==> config.mk <==
export PLATFORM = sky130hd
export DESIGN_NAME = hazard_sequencer_flat
export DESIGN_NICKNAME = d
export VERILOG_FILES = /design/src/rtl/hazard_sequencer_pkg.sv /design/src/rtl/hazard_sequencer_if.sv /design/src/rtl/hazard_sequencer_forward_select.sv /design/src/rtl/hazard_sequencer.sv /design/src/flat_wrapper.sv
export SDC_FILE = /design/constraint.sdc
export NUM_CORES = 1
export LEC_CHECK = 0
export CAP_MARGIN = 20
export CORE_MARGIN = 2
export CORE_UTILIZATION = 40
export DETAILED_ROUTE_END_ITERATION = 10
export PLACE_DENSITY = 0.73
export SLEW_MARGIN = 20
export SYNTH_ARGS = -nofsm -noshare
export SYNTH_HDL_FRONTEND = slang
export SYNTH_HIERARCHICAL = 1
export SYNTH_SLANG_ARGS = --single-unit
==> constraint.sdc <==
create_clock -name CPU_CLK -period 1.8 [get_ports CPU_CLK]
set_input_delay 0.27 -clock CPU_CLK [delete_from_list [all_inputs] [get_ports CPU_CLK]]
set_output_delay 0.27 -clock CPU_CLK [all_outputs]
set_load 0.02 [all_outputs]
==> src/rtl/hazard_sequencer_pkg.sv <==
// hazard_sequencer_pkg: state encodings, forward selects and write-mode constants for the hazard sequencer
package hazard_sequencer_pkg;

    localparam logic [1:0] HZ_RESET   = 2'd0;
    localparam logic [1:0] HZ_RUN     = 2'd1;
    localparam logic [1:0] HZ_MEMWAIT = 2'd2;

    localparam logic [1:0] FWD_RF  = 2'b00;
    localparam logic [1:0] FWD_WB  = 2'b01;
    localparam logic [1:0] FWD_MEM = 2'b10;

    localparam logic [2:0] NOREGWRITE = 3'b000;

    typedef enum logic [1:0] {
        S_RESET    = HZ_RESET,
        S_RUN      = HZ_RUN,
        S_MEM_WAIT = HZ_MEMWAIT
    } hz_state_t;

endpackage

==> src/rtl/hazard_sequencer_if.sv <==
// hazard_sequencer_if: decoded per-stage control in, stall/flush/forward strobes out
interface hazard_sequencer_if;
    logic [4:0] Rs1D, Rs2D;
    logic [1:0] RegReadD;
    logic [4:0] Rs1E, Rs2E;
    logic [1:0] RegReadE;
    logic [4:0] RdE, RdM, RdW;
    logic [2:0] RegWriteE, RegWriteM, RegWriteW;
    logic       MemToRegE, JalD, JalrE, BranchE, DCacheMiss;
    logic       StallF, FlushF, StallD, FlushD, StallE, FlushE, StallM, FlushM, StallW, FlushW;
    logic [1:0] Forward1E, Forward2E;
    logic       MemTimeoutErr;

    modport master (
        output Rs1D, Rs2D, RegReadD, Rs1E, Rs2E, RegReadE, RdE, RdM, RdW,
               RegWriteE, RegWriteM, RegWriteW, MemToRegE, JalD, JalrE, BranchE, DCacheMiss,
        input  StallF, FlushF, StallD, FlushD, StallE, FlushE, StallM, FlushM, StallW, FlushW,
               Forward1E, Forward2E, MemTimeoutErr
    );

    modport slave (
        input  Rs1D, Rs2D, RegReadD, Rs1E, Rs2E, RegReadE, RdE, RdM, RdW,
               RegWriteE, RegWriteM, RegWriteW, MemToRegE, JalD, JalrE, BranchE, DCacheMiss,
        output StallF, FlushF, StallD, FlushD, StallE, FlushE, StallM, FlushM, StallW, FlushW,
               Forward1E, Forward2E, MemTimeoutErr
    );
endinterface

==> src/rtl/hazard_sequencer_forward_select.sv <==
// forward_select: picks the EX operand source, MEM result over WB result over register file
module forward_select
    import hazard_sequencer_pkg::*;
(
    input  logic [4:0] rs_i,
    input  logic       use_i,
    input  logic [4:0] rd_m_i,
    input  logic [2:0] we_m_i,
    input  logic [4:0] rd_w_i,
    input  logic [2:0] we_w_i,
    output logic [1:0] sel_o
);
    logic hit_m, hit_w;

    assign hit_m = use_i && we_m_i != NOREGWRITE && rd_m_i != 5'd0 && rd_m_i == rs_i;
    assign hit_w = use_i && we_w_i != NOREGWRITE && rd_w_i != 5'd0 && rd_w_i == rs_i;
    assign sel_o = hit_m ? FWD_MEM : hit_w ? FWD_WB : FWD_RF;
endmodule

==> src/rtl/hazard_sequencer.sv <==
// hazard_sequencer: stall/flush/forward control for the 5-stage core; HAZARD_PERF_CNT_EN adds performance counters
module hazard_sequencer
    import hazard_sequencer_pkg::*;
#(
    parameter int unsigned RESET_FLUSH_CYCLES = 2,
    parameter int unsigned MEM_TIMEOUT        = 64,
    parameter int unsigned CNT_W              = 32
) (
    input  logic                CPU_CLK,
    input  logic                CPU_RST,
    hazard_sequencer_if.slave   hz
`ifdef HAZARD_PERF_CNT_EN
    ,
    output logic [CNT_W-1:0]    StallCycles,
    output logic [CNT_W-1:0]    FlushEvents,
    output logic [CNT_W-1:0]    MemWaitCycles
`endif
);
    localparam logic [31:0] RST_LAST = RESET_FLUSH_CYCLES == 0 ? 32'd0 : 32'(RESET_FLUSH_CYCLES - 1);
    localparam logic [31:0] TMO      = 32'(MEM_TIMEOUT);

    hz_state_t   st_q, st_d;
    logic [31:0] cnt_q, cnt_d;
    logic        err_q, err_d;
    logic [4:0]  stall_v, flush_v;
    logic [1:0]  fwd1, fwd2;
    logic        load_use;

    assign load_use = hz.MemToRegE && hz.RdE != 5'd0 &&
                      ((hz.RegReadD[1] && hz.RdE == hz.Rs1D) || (hz.RegReadD[0] && hz.RdE == hz.Rs2D));

    // Stage strobes {F,D,E,M,W}: reset flush, then miss > redirect > load-use > jal
    always_comb begin
        stall_v = '0;
        flush_v = '0;
        if (CPU_RST || st_q == S_RESET) flush_v = '1;
        else if (hz.DCacheMiss) begin
            stall_v = 5'b11110;
            flush_v = 5'b00001;
        end
        else if (hz.BranchE || hz.JalrE) flush_v = 5'b01100;
        else if (load_use) begin
            stall_v = 5'b11000;
            flush_v = 5'b00100;
        end
        else if (hz.JalD) flush_v = 5'b01000;
    end

    assign {hz.StallF, hz.StallD, hz.StallE, hz.StallM, hz.StallW} = stall_v;
    assign {hz.FlushF, hz.FlushD, hz.FlushE, hz.FlushM, hz.FlushW} = flush_v;
    assign hz.MemTimeoutErr = err_q && !CPU_RST;

    forward_select u_fwd1 (
        .rs_i(hz.Rs1E), .use_i(hz.RegReadE[1]),
        .rd_m_i(hz.RdM), .we_m_i(hz.RegWriteM),
        .rd_w_i(hz.RdW), .we_w_i(hz.RegWriteW),
        .sel_o(fwd1)
    );

    forward_select u_fwd2 (
        .rs_i(hz.Rs2E), .use_i(hz.RegReadE[0]),
        .rd_m_i(hz.RdM), .we_m_i(hz.RegWriteM),
        .rd_w_i(hz.RdW), .we_w_i(hz.RegWriteW),
        .sel_o(fwd2)
    );

    assign hz.Forward1E = CPU_RST ? FWD_RF : fwd1;
    assign hz.Forward2E = CPU_RST ? FWD_RF : fwd2;

    // Phase sequencing; one counter serves both the reset flush and the memory-wait timeout
    always_comb begin
        st_d  = st_q;
        cnt_d = cnt_q;
        case (st_q)
            S_RESET: begin
                st_d  = cnt_q >= RST_LAST ? S_RUN : S_RESET;
                cnt_d = cnt_q >= RST_LAST ? 32'd0 : cnt_q + 32'd1;
            end
            S_RUN: if (hz.DCacheMiss) begin
                st_d  = S_MEM_WAIT;
                cnt_d = 32'd1;
            end
            S_MEM_WAIT: if (hz.DCacheMiss) cnt_d = cnt_q >= TMO ? cnt_q : cnt_q + 32'd1;
            else begin
                st_d  = S_RUN;
                cnt_d = 32'd0;
            end
            default: begin
                st_d  = S_RESET;
                cnt_d = 32'd0;
            end
        endcase
        err_d = err_q || (st_d == S_MEM_WAIT && cnt_d >= TMO);
    end

    // State, counter and sticky timeout flag
    always_ff @(posedge CPU_CLK) begin
        if (CPU_RST) begin
            st_q  <= S_RESET;
            cnt_q <= 32'd0;
            err_q <= 1'b0;
        end else begin
            st_q  <= st_d;
            cnt_q <= cnt_d;
            err_q <= err_d;
        end
    end

`ifdef HAZARD_PERF_CNT_EN
    logic [CNT_W-1:0] stall_cnt_q, flush_cnt_q, wait_cnt_q;

    // Free-running wrap-around event counters
    always_ff @(posedge CPU_CLK) begin
        if (CPU_RST) begin
            stall_cnt_q <= '0;
            flush_cnt_q <= '0;
            wait_cnt_q  <= '0;
        end else begin
            if (stall_v[4]) stall_cnt_q <= stall_cnt_q + CNT_W'(1);
            if (st_q == S_RUN && flush_v[3]) flush_cnt_q <= flush_cnt_q + CNT_W'(1);
            if (st_q == S_MEM_WAIT) wait_cnt_q <= wait_cnt_q + CNT_W'(1);
        end
    end

    assign StallCycles   = stall_cnt_q;
    assign FlushEvents   = flush_cnt_q;
    assign MemWaitCycles = wait_cnt_q;
`endif
endmodule
==> src/flat_wrapper.sv <==
// flat-port wrapper written by rule: the top's interface ports become plain ports
module hazard_sequencer_flat import hazard_sequencer_pkg::*;
#(
    parameter int unsigned RESET_FLUSH_CYCLES = 2,
    parameter int unsigned MEM_TIMEOUT        = 64,
    parameter int unsigned CNT_W              = 32
)
  (CPU_CLK, CPU_RST, hz_Rs1D, hz_Rs2D, hz_RegReadD, hz_Rs1E, hz_Rs2E, hz_RegReadE, hz_RdE, hz_RdM, hz_RdW, hz_RegWriteE, hz_RegWriteM, hz_RegWriteW, hz_MemToRegE, hz_JalD, hz_JalrE, hz_BranchE, hz_DCacheMiss, hz_StallF, hz_FlushF, hz_StallD, hz_FlushD, hz_StallE, hz_FlushE, hz_StallM, hz_FlushM, hz_StallW, hz_FlushW, hz_Forward1E, hz_Forward2E, hz_MemTimeoutErr);
  hazard_sequencer_if hz_i ();
  input  logic CPU_CLK;
  input  logic CPU_RST;
  input wire logic [$bits(hz_i.Rs1D)-1:0] hz_Rs1D;
  input wire logic [$bits(hz_i.Rs2D)-1:0] hz_Rs2D;
  input wire logic [$bits(hz_i.RegReadD)-1:0] hz_RegReadD;
  input wire logic [$bits(hz_i.Rs1E)-1:0] hz_Rs1E;
  input wire logic [$bits(hz_i.Rs2E)-1:0] hz_Rs2E;
  input wire logic [$bits(hz_i.RegReadE)-1:0] hz_RegReadE;
  input wire logic [$bits(hz_i.RdE)-1:0] hz_RdE;
  input wire logic [$bits(hz_i.RdM)-1:0] hz_RdM;
  input wire logic [$bits(hz_i.RdW)-1:0] hz_RdW;
  input wire logic [$bits(hz_i.RegWriteE)-1:0] hz_RegWriteE;
  input wire logic [$bits(hz_i.RegWriteM)-1:0] hz_RegWriteM;
  input wire logic [$bits(hz_i.RegWriteW)-1:0] hz_RegWriteW;
  input wire logic [$bits(hz_i.MemToRegE)-1:0] hz_MemToRegE;
  input wire logic [$bits(hz_i.JalD)-1:0] hz_JalD;
  input wire logic [$bits(hz_i.JalrE)-1:0] hz_JalrE;
  input wire logic [$bits(hz_i.BranchE)-1:0] hz_BranchE;
  input wire logic [$bits(hz_i.DCacheMiss)-1:0] hz_DCacheMiss;
  output wire logic [$bits(hz_i.StallF)-1:0] hz_StallF;
  output wire logic [$bits(hz_i.FlushF)-1:0] hz_FlushF;
  output wire logic [$bits(hz_i.StallD)-1:0] hz_StallD;
  output wire logic [$bits(hz_i.FlushD)-1:0] hz_FlushD;
  output wire logic [$bits(hz_i.StallE)-1:0] hz_StallE;
  output wire logic [$bits(hz_i.FlushE)-1:0] hz_FlushE;
  output wire logic [$bits(hz_i.StallM)-1:0] hz_StallM;
  output wire logic [$bits(hz_i.FlushM)-1:0] hz_FlushM;
  output wire logic [$bits(hz_i.StallW)-1:0] hz_StallW;
  output wire logic [$bits(hz_i.FlushW)-1:0] hz_FlushW;
  output wire logic [$bits(hz_i.Forward1E)-1:0] hz_Forward1E;
  output wire logic [$bits(hz_i.Forward2E)-1:0] hz_Forward2E;
  output wire logic [$bits(hz_i.MemTimeoutErr)-1:0] hz_MemTimeoutErr;
  assign hz_i.Rs1D = hz_Rs1D;
  assign hz_i.Rs2D = hz_Rs2D;
  assign hz_i.RegReadD = hz_RegReadD;
  assign hz_i.Rs1E = hz_Rs1E;
  assign hz_i.Rs2E = hz_Rs2E;
  assign hz_i.RegReadE = hz_RegReadE;
  assign hz_i.RdE = hz_RdE;
  assign hz_i.RdM = hz_RdM;
  assign hz_i.RdW = hz_RdW;
  assign hz_i.RegWriteE = hz_RegWriteE;
  assign hz_i.RegWriteM = hz_RegWriteM;
  assign hz_i.RegWriteW = hz_RegWriteW;
  assign hz_i.MemToRegE = hz_MemToRegE;
  assign hz_i.JalD = hz_JalD;
  assign hz_i.JalrE = hz_JalrE;
  assign hz_i.BranchE = hz_BranchE;
  assign hz_i.DCacheMiss = hz_DCacheMiss;
  assign hz_StallF = hz_i.StallF;
  assign hz_FlushF = hz_i.FlushF;
  assign hz_StallD = hz_i.StallD;
  assign hz_FlushD = hz_i.FlushD;
  assign hz_StallE = hz_i.StallE;
  assign hz_FlushE = hz_i.FlushE;
  assign hz_StallM = hz_i.StallM;
  assign hz_FlushM = hz_i.FlushM;
  assign hz_StallW = hz_i.StallW;
  assign hz_FlushW = hz_i.FlushW;
  assign hz_Forward1E = hz_i.Forward1E;
  assign hz_Forward2E = hz_i.Forward2E;
  assign hz_MemTimeoutErr = hz_i.MemTimeoutErr;
  hazard_sequencer #(.RESET_FLUSH_CYCLES(RESET_FLUSH_CYCLES), .MEM_TIMEOUT(MEM_TIMEOUT), .CNT_W(CNT_W)) u_core (.CPU_CLK(CPU_CLK), .CPU_RST(CPU_RST), .hz(hz_i));
endmodule
After elaboration in Yosys (flattened, before gate mapping)

Index checks and enable logic that the tools add are counted.

$add $sub $neg: 1
Reductions and logical operators: 29
Mux-type cells: 24
$lt $le $gt $ge: 3
Eq/ne operators: 9

Operators by type and width:

| cell                    | count |
|---|---|
| $mux W32                | 4 |
| $pmux W32 S3            | 1 |
| $ge A32 B7 Y1 const B   | 2 |
| $mux W5                 | 8 |
| $add A32 B1 Y32 const B | 1 |
| $ge A32 B1 Y1 const B   | 1 |
| $eq A5 B5 Y1            | 6 |
| $logic_and A1 B1 Y1     | 18 |
| $reduce_bool A5 Y1      | 3 |
| $mux W2                 | 6 |
| $pmux W2 S3             | 1 |
| $reduce_bool A3 Y1      | 2 |
| $eq A2 B2 Y1 const B    | 2 |
| $logic_or A1 B1 Y1      | 4 |
| $mux W4                 | 1 |
| $mux W1                 | 3 |
| $eq A2 B1 Y1 const B    | 1 |
| $logic_not A2 Y1        | 1 |
| $logic_not A1 Y1        | 1 |

Output and inout port bits: 15
Word-level logic and storage cells: 69
Register bits: 35
Input port bits: 55

Logic depth before layout (Yosys ltp)

Depth after elaboration: 8
Gate-level depth with buffers: 8
Gate-level depth less buffers: 7

Hierarchy

Netlist, hierarchy kept.

Modules (own cells, without submodules):

| module           | area an instance (µm²) | seq. area each (µm²) | instances | cells an instance |
|---|---|---|---|---|
| hazard_sequencer | 1,604.0                | 700.7                | 1         | 170 |
| forward_select   | 172.7                  | 0.0                  | 2         | 23 |

Least setup slack after synthesis

Ideal clock, no wire load.

Kind: input to output
From: input port hz_RdE[0]
To: output port hz_StallF
Data required time: 1,530 ps
Stages: 6
Slack: -252 ps
Arrival time: 1,782 ps
Buffers on the path: 1
Path through: xor2_1 -> nor4_1 -> and3_1 -> o221ai_1 -> o21ai_0 -> buf_4

Longest elaborated chain between the ends: 8
Elaborated cells on any way between the ends: 12
Classes of those cells: 2 x eq/ne; 4 x mux; 6 x reduce/logical

Ends and longest elaborated chain:

| element                 | RTL line               | RTL |
|---|---|---|
| start: declaration      | flat_wrapper.sv:18     | `input wire logic [$bits(hz_i.RdE)-1:0] hz_RdE;` |
| $eq A5 B5 Y1            | hazard_sequencer.sv:30 | `((hz.RegReadD[1] && hz.RdE == hz.Rs1D) \|\| (hz.RegReadD[0] && hz.RdE == hz.Rs2D));` |
| $logic_and A1 B1 Y1     | hazard_sequencer.sv:30 |  |
| $logic_or A1 B1 Y1      | hazard_sequencer.sv:30 |  |
| $logic_and A1 B1 Y1 (*) | hazard_sequencer.sv:29 | `assign load_use = hz.MemToRegE && hz.RdE != 5'd0 &&` |
| $mux W5 (*)             | hazard_sequencer.sv:42 | `else if (load_use) begin` |
| $mux W5 (*)             | hazard_sequencer.sv:41 | `else if (hz.BranchE \|\| hz.JalrE) flush_v = 5'b01100;` |
| $mux W5 (*)             | hazard_sequencer.sv:37 | `else if (hz.DCacheMiss) begin` |
| $mux W5 (*)             | hazard_sequencer.sv:36 | `if (CPU_RST \|\| st_q == S_RESET) flush_v = '1;` |
| end: declaration        | flat_wrapper.sv:29     | `output wire logic [$bits(hz_i.StallF)-1:0] hz_StallF;` |

Every way passes the cells marked *; elsewhere a longest branch is shown, timed or not.

Worst setup path in the final report

From: input port hz_RdM[3]
To: output port hz_Forward1E[0]

Longest elaborated chain between the ends: 5
Elaborated cells on any way between the ends: 6
Classes of those cells: 1 x eq/ne; 2 x mux; 3 x reduce/logical

Ends and longest elaborated chain:

| element                 | RTL line                              | RTL |
|---|---|---|
| start: declaration      | flat_wrapper.sv:19                    | `input wire logic [$bits(hz_i.RdM)-1:0] hz_RdM;` |
| $reduce_bool A5 Y1      | hazard_sequencer_forward_select.sv:15 | `assign hit_m = use_i && we_m_i != NOREGWRITE && rd_m_i != 5'd0 && rd_m_i == rs_i;` |
| $logic_and A1 B1 Y1     | hazard_sequencer_forward_select.sv:15 |  |
| $logic_and A1 B1 Y1 (*) | hazard_sequencer_forward_select.sv:15 |  |
| $mux W2 (*)             | hazard_sequencer_forward_select.sv:17 | `assign sel_o = hit_m ? FWD_MEM : hit_w ? FWD_WB : FWD_RF;` |
| net u_core.fwd1[0]      | hazard_sequencer.sv:26                | `logic [1:0] fwd1, fwd2;` |
| $mux W2 (*)             | hazard_sequencer.sv:67                | `assign hz.Forward1E = CPU_RST ? FWD_RF : fwd1;` |
| end: declaration        | flat_wrapper.sv:39                    | `output wire logic [$bits(hz_i.Forward1E)-1:0] hz_Forward1E;` |

Mark *: on every way through the listed nets, which the timed path passes. The rest lies on a longest branch.

==> impl_results.md <==
* Critical path capture point type: primary output
* Type of origin of the critical path: primary input
* GPL Wtd Cong at 0.8652
* Hold Crit Class: reg2reg
* CP Class: in2out
* Top-count cell post-synth: dfxtp_1
* Io pins at 70
* Mapped Cells at 216
* Post-DP Area at 0.002861 mm²
* CTS clock-pin slew for the worst setup and hold paths at 0.07 ns
* Synthesis-to-finish area growth at 61.23%
* Fill cells at 384
* Global-route wire length before repair at 8.190 mm
* Post-Synthesis Mean Instance Area at 9.025 µm²
* Unrepaired setup endpoints after global routing: true
* Num CTS Buffers at 5
* Mapped Nets at 274
* Final WS setup at -0.1486 ns
* Core Area at 0.004723 mm²
* Hold Buf Count CTS at 0
* Worst Clk Skew at 0.003984 ns
* CTS tree: yes
* # diodes at 0
* #FFs+latches synth at 35
* Synth warn at 6
* Drt total wl at 5.640 mm
* CTS root buffer: clkbuf_8
* Worst hold path depth at 1
* Layout cell share with drive strength beyond 1 at 0.3923
* Failing checks: setup timing
* P_leak at 1.309 nW
* DRC at 0
* Crit-path max FO at 3
* Vias in the first global route at 1845
* Pin count of the biggest net entering global routing at 28
* Initial antenna violation count at 0
* Setup violations, final at 8
* Multi-input gate area at 0.001365 mm²
* Crit path DAT at 1.68 ns
* Cell Rows at 25
* Total GRT Usage at 0.1970
* Synth top area cells: dfxtp_1, and2_1, xnor2_1
* 1st-pass router iterations at 4
* Max IR drop VDD at 558.9 µV
* CP required at 1.53 ns
* H-Tree Depth at 2
* Tcrit/Tclk final at 1.083
* Top-area cell type share of the netlist area at 0.3594
* Fmax achieved at 513.2 MHz
* FFs w/ async S/R, synth at 0
* Post-synth top cells: dfxtp_1, and2_1, xnor2_1
* Via/cell ratio at 4.987
* Max-Cap Viols at 0
* Initial Util at 0.4127
* Die Width at 73.81 µm
* Top_reg_cell synth: dfxtp_1
* Final Cell Area at 0.003143 mm²
* Netlist cell types at 49
* R2R depth at 8
* Max Slew Vio Count at 0
* Via count at 1885
* 1st-iter DRT viols at 59
* Final Hold Fails at 0
* Post-Syn Area at 0.001949 mm²
* Hold_ws at 0.4631 ns
* Chip height at 73.81 µm
* Die area at 0.005448 mm²
* Final Critical Period at 1.949 ns
* Post-synth top area cell: dfxtp_1
* Status: finished with violations
* DP HPWL at 3.870 mm
* Routed WL per cell at 14.92 µm
* Number of flops mapped to enable cells by yosys at 0
* P per Cell Area at 813.3 mW/mm²
* PortBufs at 65
* Clock Tree Buf Depth at 2
* Grt ovf at 0
* Register area at 705.7 µm²
* Nets at 368
* Clock latency at the later pin of the worst-skew pair at 0.28 ns
* Clock Sinks at 35
* Worst slack, placed at -0.9828 ns
* ANT nets after route at 0
* Seq/Total Area, Yosys at 0.3594
==> worst max-delay path, cell delays in order <==
cell     delay, ns
buf_8         0.10
or4_4         0.53
a21oi_2       0.14
nor4_2        0.06
nor4_2        0.26
nor2b_2       0.19
buf_6         0.12
==> stage by stage <==
step	std cells	util	power, W	setup TNS (ns)
6_report	378	0.6654	0.002556	-0.4032
2_1_floorplan	216	-	0.001342	0
5_1_grt	378	0.6654	0.002686	-1.587
3_5_place_dp	367	0.6058	0.001766	-10.57
4_1_cts	376	0.6318	0.002385	-0.4356
3_3_place_gp	367	0.6058	0.001751	-9.943
==> registers in the layout, indices dropped and copies added, names as in the netlist <==
register / flops
u_core/err_q: 1
u_core/st_q: 2
u_core/cnt_q: 32
==> cell usage in the layout (no fill, tap or decap), drive strengths merged, types with 2 or more instances in the layout <==
| cell | count |
|---|---|
| nand4 | 3 |
| a21oi | 8 |
| a211o | 2 |
| dlygate4sd2 | 19 |
| xor2 | 10 |
| nor3b | 2 |
| o31ai | 2 |
| and2 | 25 |
| clkbuf | 8 |
| nand2b | 9 |
| nor2 | 14 |
| nand3 | 3 |
| and3 | 4 |
| clkdlybuf4s15 | 6 |
| o21ai | 2 |
| buf | 56 |
| nand2 | 5 |
| nor2b | 4 |
| xnor2 | 16 |
| nor4 | 15 |
| nor4b | 3 |
| clkdlybuf4s50 | 14 |
| ha | 3 |
| a21o | 5 |
| inv | 10 |
| o311ai | 2 |
| dfxtp | 35 |
| o2111ai | 2 |
| or4 | 3 |
| nor3 | 4 |
| dlymetal6s2s | 2 |
==> kinds of logic (layout without fill, tap and decap cells) <==
logic type / after synthesis / after routing / share of synthesized area
adder cells (fa/ha/maj): 3 / 3 / 0.01926
buffers and inverters: 22 / 117 / 0.05905
flip-flops: 35 / 35 / 0.3594
other: 1 / 1 / 0.001924
AND/OR/NAND/NOR: 97 / 97 / 0.3158
XOR/XNOR: 26 / 26 / 0.1168
multiplexers: 1 / 1 / 0.005776
AO/OA/AOI/OAI: 31 / 31 / 0.1220
==> path summary, 6_finish.rpt <==
check / start / to / slack [ns]
worst max register to register: u_core/cnt_q[1] / u_core/cnt_q[5] / -0.10
worst max-delay path: hz_RdM[3] / hz_Forward1E[0] / -0.15
worst min register to register: u_core/cnt_q[23] / u_core/cnt_q[23] / 0.46
worst min-delay path: u_core/cnt_q[23] / u_core/cnt_q[23] / 0.46
==> report_power, final <==
group | leakage (nW) | switching [W] | total [W] | internal (W)
Combinational | 0.984 | 0.000565 | 0.00116 | 0.000591
Clock | 0.0412 | 0.000290 | 0.000561 | 0.000270
Sequential | 0.283 | 0.0000287 | 0.000839 | 0.000810
==> final cells by class <==
class,instances,share of cell area
Tap cell,67,0.02667
Clock inverter,2,0.003981
Clock buffer,6,0.02309
Sequential cell,35,0.2245
Multi-Input combinational cell,159,0.4343
Inverter,10,0.01194
Timing Repair Buffer,99,0.2755
==> layer usage <==
metal  global-route usage  vias to the layer above  part of all wire
met5                    0                        -                 0
met4              0.03636                        0            0.0034
met3              0.04938                        2             0.039
met2               0.3631                       50              0.56
met1               0.2297                      894              0.40
li1                     -                      939                 -
==> what timing repair did <==
item	CTS	global route
pin swaps	33	25
gates resized for setup	157	35
buffers inserted	2	5
setup endpoints to repair	20	41
endpoints found under the hold margin	0	0
Note: power is estimated with default switching activity, not from simulation.
